$ cat src/rtl/memory_unit_pkg.sv
// Shared definitions for memory_unit: FSM state encoding, operation codes and default sizing.
package memory_unit_pkg;

    localparam int DEF_ADDR_BITS   = 8;
    localparam int DEF_WAIT_CYCLES = 3;
    localparam int DATA_BITS       = 16;
    localparam int CNT_BITS        = 4;

    typedef enum logic [1:0] {
        IDLE = 2'd0,
        WAIT = 2'd1,
        ACK  = 2'd2
    } state_t;

    typedef enum logic {
        OP_RD = 1'b0,
        OP_WR = 1'b1
    } op_t;

endpackage

$ cat src/rtl/mem_array.sv
// Word storage for memory_unit: synchronous write, registered read port (read register clears on rst).
module mem_array
    import memory_unit_pkg::*;
#(
    parameter int ADDR_BITS = DEF_ADDR_BITS
) (
    input  logic                 clk,
    input  logic                 rst,
    input  logic                 we,
    input  logic                 re,
    input  logic [ADDR_BITS-1:0] addr,
    input  logic [DATA_BITS-1:0] wdata,
    output logic [DATA_BITS-1:0] rdata
);

    logic [DATA_BITS-1:0] mem [2**ADDR_BITS];

    // NOTE: the storage array is deliberately not reset, so it maps onto plain RAM; only the read register is.
    always_ff @(posedge clk) begin
        if (we) begin
            mem[addr] <= wdata;
        end
    end

    always_ff @(posedge clk) begin
        if (rst) begin
            rdata <= '0;
        end else if (re) begin
            rdata <= mem[addr];
        end
    end

endmodule

$ cat src/rtl/memory_unit.sv
// CPU-side memory unit: rd/wr level handshake with MFC, optional wait states (MEMORY_UNIT_WAIT_EN).
// ADDR_BITS must be 1..15; WAIT_CYCLES (1..15) only matters when MEMORY_UNIT_WAIT_EN is defined.
module memory_unit
    import memory_unit_pkg::*;
#(
    parameter int ADDR_BITS   = DEF_ADDR_BITS,
    parameter int WAIT_CYCLES = DEF_WAIT_CYCLES
) (
    input  logic                 clk,
    input  logic                 rst,
    input  logic                 rd,
    input  logic                 wr,
    input  logic [15:0]          addr,
    input  logic [DATA_BITS-1:0] din,
    output logic [DATA_BITS-1:0] dout,
    output logic                 MFC,
    output logic                 err
);

    state_t               state, state_next;
    logic                 err_next;
    logic                 acc_re, acc_we;
    logic [ADDR_BITS-1:0] acc_addr;
    logic [DATA_BITS-1:0] acc_din;

`ifdef MEMORY_UNIT_WAIT_EN
    logic [CNT_BITS-1:0]  cnt_q, cnt_next;
    logic [ADDR_BITS-1:0] addr_q;
    logic [DATA_BITS-1:0] din_q;
    op_t                  op_q;

    logic unused_bits;
    assign unused_bits = ^addr[15:ADDR_BITS];
`else
    logic unused_bits;
    assign unused_bits = ^{addr[15:ADDR_BITS], 4'(WAIT_CYCLES)};
`endif

    // NOTE: every output of this block gets a default first, so no path leaves a latch behind.
    always_comb begin
        state_next = state;
        err_next   = 1'b0;
        acc_re     = 1'b0;
        acc_we     = 1'b0;
        acc_addr   = addr[ADDR_BITS-1:0];
        acc_din    = din;
`ifdef MEMORY_UNIT_WAIT_EN
        cnt_next   = cnt_q;
`endif

        case (state)
            IDLE: begin
                if (rd && wr) begin
                    err_next = 1'b1;
                end else if (rd || wr) begin
`ifdef MEMORY_UNIT_WAIT_EN
                    if (WAIT_CYCLES > 1) begin
                        state_next = WAIT;
                        cnt_next   = CNT_BITS'(WAIT_CYCLES - 1);
                    end else begin
                        state_next = ACK;
                        acc_re     = rd;
                        acc_we     = wr;
                    end
`else
                    state_next = ACK;
                    acc_re     = rd;
                    acc_we     = wr;
`endif
                end
            end
`ifdef MEMORY_UNIT_WAIT_EN
            WAIT: begin
                // The latched request governs; live addr/din may already have moved on.
                acc_addr = addr_q;
                acc_din  = din_q;
                if (!rd && !wr) begin
                    state_next = IDLE;
                end else if (cnt_q == '0) begin
                    state_next = ACK;
                    acc_re     = (op_q == OP_RD);
                    acc_we     = (op_q == OP_WR);
                end else begin
                    cnt_next = cnt_q - CNT_BITS'(1);
                end
            end
`endif
            ACK: begin
                if (!rd && !wr) begin
                    state_next = IDLE;
                end
            end
            default: state_next = IDLE;
        endcase

        // Reset wins over an access that would otherwise complete on this edge.
        if (rst) begin
            acc_re = 1'b0;
            acc_we = 1'b0;
        end
    end

    // NOTE: state registers use non-blocking assignments so every flop samples pre-edge values.
    always_ff @(posedge clk) begin
        if (rst) begin
            state <= IDLE;
            MFC   <= 1'b0;
            err   <= 1'b0;
        end else begin
            state <= state_next;
            MFC   <= (state_next == ACK);
            err   <= err_next;
        end
    end

`ifdef MEMORY_UNIT_WAIT_EN
    always_ff @(posedge clk) begin
        if (rst) begin
            cnt_q <= '0;
        end else begin
            cnt_q <= cnt_next;
        end
    end

    always_ff @(posedge clk) begin
        if (state == IDLE && (rd ^ wr)) begin
            addr_q <= addr[ADDR_BITS-1:0];
            din_q  <= din;
            op_q   <= wr ? OP_WR : OP_RD;
        end
    end
`endif

    mem_array #(
        .ADDR_BITS(ADDR_BITS)
    ) u_mem (
        .clk  (clk),
        .rst  (rst),
        .we   (acc_we),
        .re   (acc_re),
        .addr (acc_addr),
        .wdata(acc_din),
        .rdata(dout)
    );

endmodule

$ cat config.mk
export PLATFORM = sky130hd
export DESIGN_NAME = memory_unit
export DESIGN_NICKNAME = d
export VERILOG_FILES = /design/src/rtl/memory_unit_pkg.sv /design/src/rtl/mem_array.sv /design/src/rtl/memory_unit.sv
export SDC_FILE = /design/constraint.sdc
export NUM_CORES = 2
export LEC_CHECK = 0
export BUFFER_PORTS_ARGS = -buffer_cell sky130_fd_sc_hd__buf_2
export CORE_MARGIN = 2
export CORE_UTILIZATION = 30
export CTS_CLUSTER_DIAMETER = 60
export DETAILED_ROUTE_END_ITERATION = 6
export PLACE_DENSITY = 0.55
export SKIP_LAST_GASP = 1
export SLEW_MARGIN = 25
export SYNTH_ARGS = -nofsm -noshare
export SYNTH_HDL_FRONTEND = slang
export SYNTH_SLANG_ARGS = --single-unit
$ cat constraint.sdc
create_clock -name clk -period 7.4 [get_ports clk]
set_input_delay 1.48 -clock clk [delete_from_list [all_inputs] [get_ports clk]]
set_output_delay 1.48 -clock clk [all_outputs]
set_load 0.1 [all_outputs]
Yosys cells after proc, flatten, opt, wreduce, memory -nomap -nowiden
Memories as Yosys holds them, arrays and structs flattened. A register that Yosys moved wholly into a read port is not among the register bits.
Index checks and enable logic that the tools add are counted.
{"block": "classes", "eq_ne": 2, "mux": 15, "bitwise": 1, "reduce_logical": 7}
{"cell": "2-to-1 mux 1 bit", "count": 11}
{"cell": "2-to-1 mux 2 bit", "count": 3}
{"cell": "== test 2 bit (second input constant)", "count": 2}
{"cell": "case mux 2 bit (2 select lines)", "count": 1}
{"cell": "logical AND 1 bit", "count": 2}
{"cell": "zero test 1 bit", "count": 2}
{"cell": "zero test 2 bit", "count": 1}
{"cell": "OR reduction 2 bit", "count": 1}
{"cell": "logical OR 1 bit", "count": 1}
{"cell": "inverter 1 bit", "count": 1}
{"block": "totals", "register_bits": 4, "ram_bits": 4096, "in_bits": 36, "out_inout_bits": 18, "wordCells": 29, "mem_count": 1}
{"memory": "u_mem.mem", "words": 256, "word_bits": 16, "rd": 1, "rd_clocked_by_memory_dff": 1, "wr": 1, "line_no": "mem_array.sv:16", "rtl": "logic [DATA_BITS-1:0] mem [2**ADDR_BITS];"}

Depth between registers and ports, before layout
{"block": "depth", "ltp_word": 7, "mapped_depth": 14, "mapped_depth_nobuf": 7}

Hierarchy
A second synthesis with hierarchy kept.
{"block": "unflattened", "cells_unflattened": 7052, "hier_area_um2": 156916.7}
{"mod": "mem_array", "n_inst": 1, "cells_each": 7039, "area_each_um2": 156771.6, "seq_area_each_um2": 123318.3}
{"mod": "memory_unit", "n_inst": 1, "cells_each": 13, "area_each_um2": 145.1, "seq_area_each_um2": 80.1}

Worst setup path after synthesis
No wires, ideal clock.
{"block": "synth_path", "path_kind": "input port to flip-flop", "from": "input addr[0]", "to": "memory u_mem.mem[184][0] (enable)", "setup_ps": 388, "t_arrival_ps": 4068, "t_required_ps": 7012, "setup_slack_ps": 2944, "cell_stages": 11, "path_buffers": 8, "path_cell_list": "buf_6 -> buf_6 -> buf_4 -> buf_6 -> buf_4 -> buf_6 -> buf_4 -> nor4_2 -> nand2_1 -> buf_2 -> nor2_1"}
{"item": "start: declaration", "line_no": "memory_unit.sv:13", "rtl": "input logic [15:0] addr,"}
{"item": "end: declaration", "line_no": "mem_array.sv:16"}
Straight into the memory's write port.

==> impl_metrics.prom <==
# TYPE chip_impl_metric gauge
chip_impl_metric{name="post_cts.repair.setup_buffers",unit=""} 0
chip_impl_info{name="worstSetupPathType",value="in -> reg"} 1
chip_impl_metric{name="first_pass_iters",unit=""} 5
chip_impl_metric{name="cts_hold_repair.buffers",unit=""} 0
chip_impl_info{name="startpoint_type",value="primary input"} 1
chip_impl_metric{name="clock_tree.buffer_depth",unit=""} 4
chip_impl_info{name="yosys_most_used_dff",value="edfxtp_1"} 1
chip_impl_info{name="clk_root_buffer_cell",value="clkbuf_16"} 1
chip_impl_metric{name="synth.avg_cell_area",unit="µm²"} 21.81
chip_impl_metric{name="netlist-cell-type-count",unit=""} 78
chip_impl_metric{name="ctsResizeCount",unit=""} 0
chip_impl_metric{name="cell_pwr_density",unit="mW/mm²"} 266.9
chip_impl_metric{name="regToRegSetupSlack",unit="ps"} 3470
chip_impl_info{name="synth_commonest_cells",value="4096 x edfxtp_1, 944 x mux4_2, 380 x mux2i_1"} 1
chip_impl_metric{name="yosysSeqAreaShare",unit="%"} 77.63
chip_impl_metric{name="postSynthNetCount",unit=""} 7325
chip_impl_metric{name="power.switching",unit="mW"} 10.71
chip_impl_metric{name="max_capacitance_violation_total",unit=""} 0
chip_impl_metric{name="worstHoldPathCells",unit=""} 1
chip_impl_info{name="synth_area_leader_cell",value="edfxtp_1"} 1
chip_impl_metric{name="die_area",unit="mm²"} 0.5357
chip_impl_info{name="hold_path.startpoint",value="state[0]"} 1
chip_impl_metric{name="wl",unit="µm"} 462900
chip_impl_metric{name="via_count",unit=""} 79520
chip_impl_metric{name="fin_crit_sh",unit="%"} 65.33
chip_impl_metric{name="tritoncts.num_buffers",unit=""} 430
chip_impl_metric{name="grt_pass1_vias",unit=""} 79400
chip_impl_metric{name="pwr-share-clk",unit="%"} 42.7
chip_impl_info{name="synth_area_leaders",value="edfxtp_1 77%, mux4_2 13%, mux2i_1 2.4%"} 1
chip_impl_info{name="holdPathEnd",value="state[1]"} 1
chip_impl_metric{name="cts-htree-levels",unit=""} 5
chip_impl_metric{name="mappedNetlistArea",unit="mm²"} 0.1590
chip_impl_metric{name="floorplan.die.width",unit="µm"} 731.9
chip_impl_metric{name="finalCriticalPeriod",unit="ps"} 4834
chip_impl_metric{name="async_flop_share",unit="%"} 0
chip_impl_metric{name="clk_latency",unit="ps"} 1000
chip_impl_metric{name="maxSlewViolCount",unit=""} 0
chip_impl_info{name="rsz0062_at_grt",value="false"} 1
chip_impl_metric{name="dp_hpwl",unit="µm"} 278000
chip_impl_metric{name="worst_clock_skew",unit="ps"} 79.92
chip_impl_metric{name="setup-violations-final",unit=""} 0
chip_impl_info{name="worstSetupEndpointType",value="flop"} 1
chip_impl_metric{name="grt_start_max_net_pins",unit=""} 198
chip_impl_metric{name="wire_per_inst",unit="µm"} 30.53
chip_impl_metric{name="layout-drive-gt1-share",unit="%"} 27.72
chip_impl_metric{name="total_design_power",unit="mW"} 49.12
chip_impl_metric{name="syn_to_final_growth",unit="%"} 15.80
chip_impl_metric{name="remaining_drc_errors",unit=""} 0
chip_impl_metric{name="power.sequential.fraction",unit="%"} 52.3
chip_impl_metric{name="effective_utilization_at_floorplan",unit="%"} 30.10
chip_impl_metric{name="grt_use_total",unit="%"} 16.71
chip_impl_metric{name="fmaxAchievable",unit="GHz"} 0.2069
chip_impl_metric{name="p_sw_share",unit="%"} 21.80
chip_impl_info{name="synth.most_common_cell",value="edfxtp_1"} 1
chip_impl_metric{name="slew_headroom",unit="%"} 16.44
chip_impl_info{name="cts_tree",value="yes"} 1
chip_impl_metric{name="rr_worst_depth",unit=""} 7
chip_impl_metric{name="worst_pin_slew",unit="ps"} 1253
chip_impl_info{name="min_path_type",value="reg -> reg"} 1
chip_impl_info{name="worst_r2r_endpoint",value="u_mem.mem[36][3]"} 1
chip_impl_metric{name="power.internal",unit="mW"} 38.41
chip_impl_metric{name="setup_total_negative_slack",unit="ps"} 0
chip_impl_metric{name="worst-path-max-fanout",unit=""} 58
chip_impl_metric{name="yosysWarningCount",unit=""} 0
chip_impl_metric{name="core_area",unit="mm²"} 0.5282
chip_impl_metric{name="vias_per_cell",unit=""} 5.244
chip_impl_metric{name="numClockSinks",unit=""} 4116
chip_impl_metric{name="antenna_found_initial",unit=""} 34
chip_impl_metric{name="postSynthRegisterBits",unit=""} 4116
chip_impl_info{name="r2r-start",value="state[0]"} 1
chip_impl_metric{name="io-pin-count",unit=""} 54
chip_impl_metric{name="fp.dieH",unit="µm"} 731.9
chip_impl_metric{name="synth_edf_count",unit=""} 4096
chip_impl_metric{name="fin_nets",unit=""} 7829
chip_impl_metric{name="timing_hold_violations_final",unit=""} 0
chip_impl_metric{name="placement.io_buffers",unit=""} 45
chip_impl_metric{name="grt_first_pass_wirelength",unit="µm"} 640100
chip_impl_info{name="run_status",value="finished, final reports clean"} 1
chip_impl_metric{name="worst_ir_drop_vdd",unit="mV"} 0.1877
chip_impl_metric{name="grt_remaining_overflow",unit=""} 0
chip_impl_metric{name="share_comb_of_total_power",unit="%"} 5.0
chip_impl_metric{name="fin_worst_hold_slack",unit="ps"} 476.9
chip_impl_metric{name="antenna_violating_nets_post_route",unit=""} 0
chip_impl_metric{name="synth_top_area_share",unit="%"} 77.38
chip_impl_metric{name="timing.critical_path.arrival",unit="ps"} 5710
chip_impl_metric{name="rd_place_congestion",unit=""} 0.8465
chip_impl_metric{name="timing.critical_path.required",unit="ps"} 8270
chip_impl_metric{name="total_leakage_power",unit="nW"} 56.87
chip_impl_metric{name="first_iter_violations",unit=""} 10470
chip_impl_metric{name="synthesis.instances",unit=""} 7289
chip_impl_metric{name="placement_rows",unit=""} 267
chip_impl_metric{name="cts.clk_slew.worst_paths",unit="ps"} 60
## metal layers
layer / wire (µm) / global-route usage, % / vias to the layer above
met1: 189300 / 23.18 / 43360
met3: 40810 / 3.342 / 695
li1: - / - / 31790
met5: 41 / 0 / -
met2: 217400 / 26.60 / 3668
met4: 15400 / 5.016 / 6
## how the worst max path moves through the flow
stage,start,end,slack (ps),depth (start not counted)
finish,addr[1],u_mem.rdata[3],2570,10
global route,addr[0],u_mem.rdata[2],2500,10
CTS,addr[0],u_mem.rdata[7],2410,9
detailed placement,addr[0],u_mem.rdata[7],1360,9
global placement,addr[0],u_mem.rdata[7],1300,9
floorplan,addr[0],u_mem.mem[184][0],2940,11
## worst max-delay path: stages
cell,delay (ps)
buf_12,430
buf_12,380
buf_4,570
mux4_2,400
mux2i_1,280
o22ai_1,140
a22oi_1,260
o2111ai_1,510
or4_1,750
o21a_1,230
## registers in the layout (all words and copies together), names as in the netlist
signal	cells
MFC	1
err	1
state	2
u_mem.mem	4096
u_mem.rdata	16
## cells in the final DEF (no fill, tap or decap), drive strengths merged, types with 55 or more instances in the layout
cell type,Yosys,layout
edfxtp,4096,4096
nor2,328,328
nand3,84,84
buf,307,503
mux4,944,944
a32oi,55,55
a22oi,131,131
clkinv,0,179
nand2,282,282
mux2i,380,380
clkbuf,133,542
## area by class of cell
cell class,instances,area (µm²)
Sequential cell,4116,123400
Clock inverter,253,2267
Fill cell,48630,344100
Antenna cell,22,55.05
Inverter,6,37.54
Timing Repair Buffer,512,4581
Tap cell,6994,8751
Multi-Input combinational cell,2727,33630
Clock buffer,533,11350
## per-stage QoR
step | instances | worst slack [ps] | util (%) | instance area (µm²)
3_3_place_gp | 14350 | 1296 | 32.19 | 170000
6_report | 15160 | 2566 | 34.85 | 184100
2_1_floorplan | 7289 | 2944 | - | 159000
4_1_cts | 15140 | 2412 | 34.81 | 183900
3_5_place_dp | 14350 | 1360 | 32.23 | 170200
5_1_grt | 15140 | 2500 | 34.84 | 184000
## power by group through the flow
stage / clock network [mW] / logic (mW) / registers (mW)
5_1_grt: 22.2 / 2.56 / 25.7
6_report: 21.0 / 2.46 / 25.7
3_3_place_gp: 0 / 2.41 / 26.2
4_1_cts: 21.3 / 2.47 / 25.7
2_1_floorplan: 0 / 1.21 / 26.2
3_5_place_dp: 0 / 2.46 / 26.2
## cell families after synthesis
group | Yosys count | synth area share [%]
multiplexers | 1342 | 15.90
flip-flops | 4116 | 77.63
other | 1 | 0.002359
AND/OR/NAND/NOR | 853 | 2.368
AO/OA/AOI/OAI | 531 | 2.457
buffers and inverters | 446 | 1.649
(Power assumes the default switching activity.)
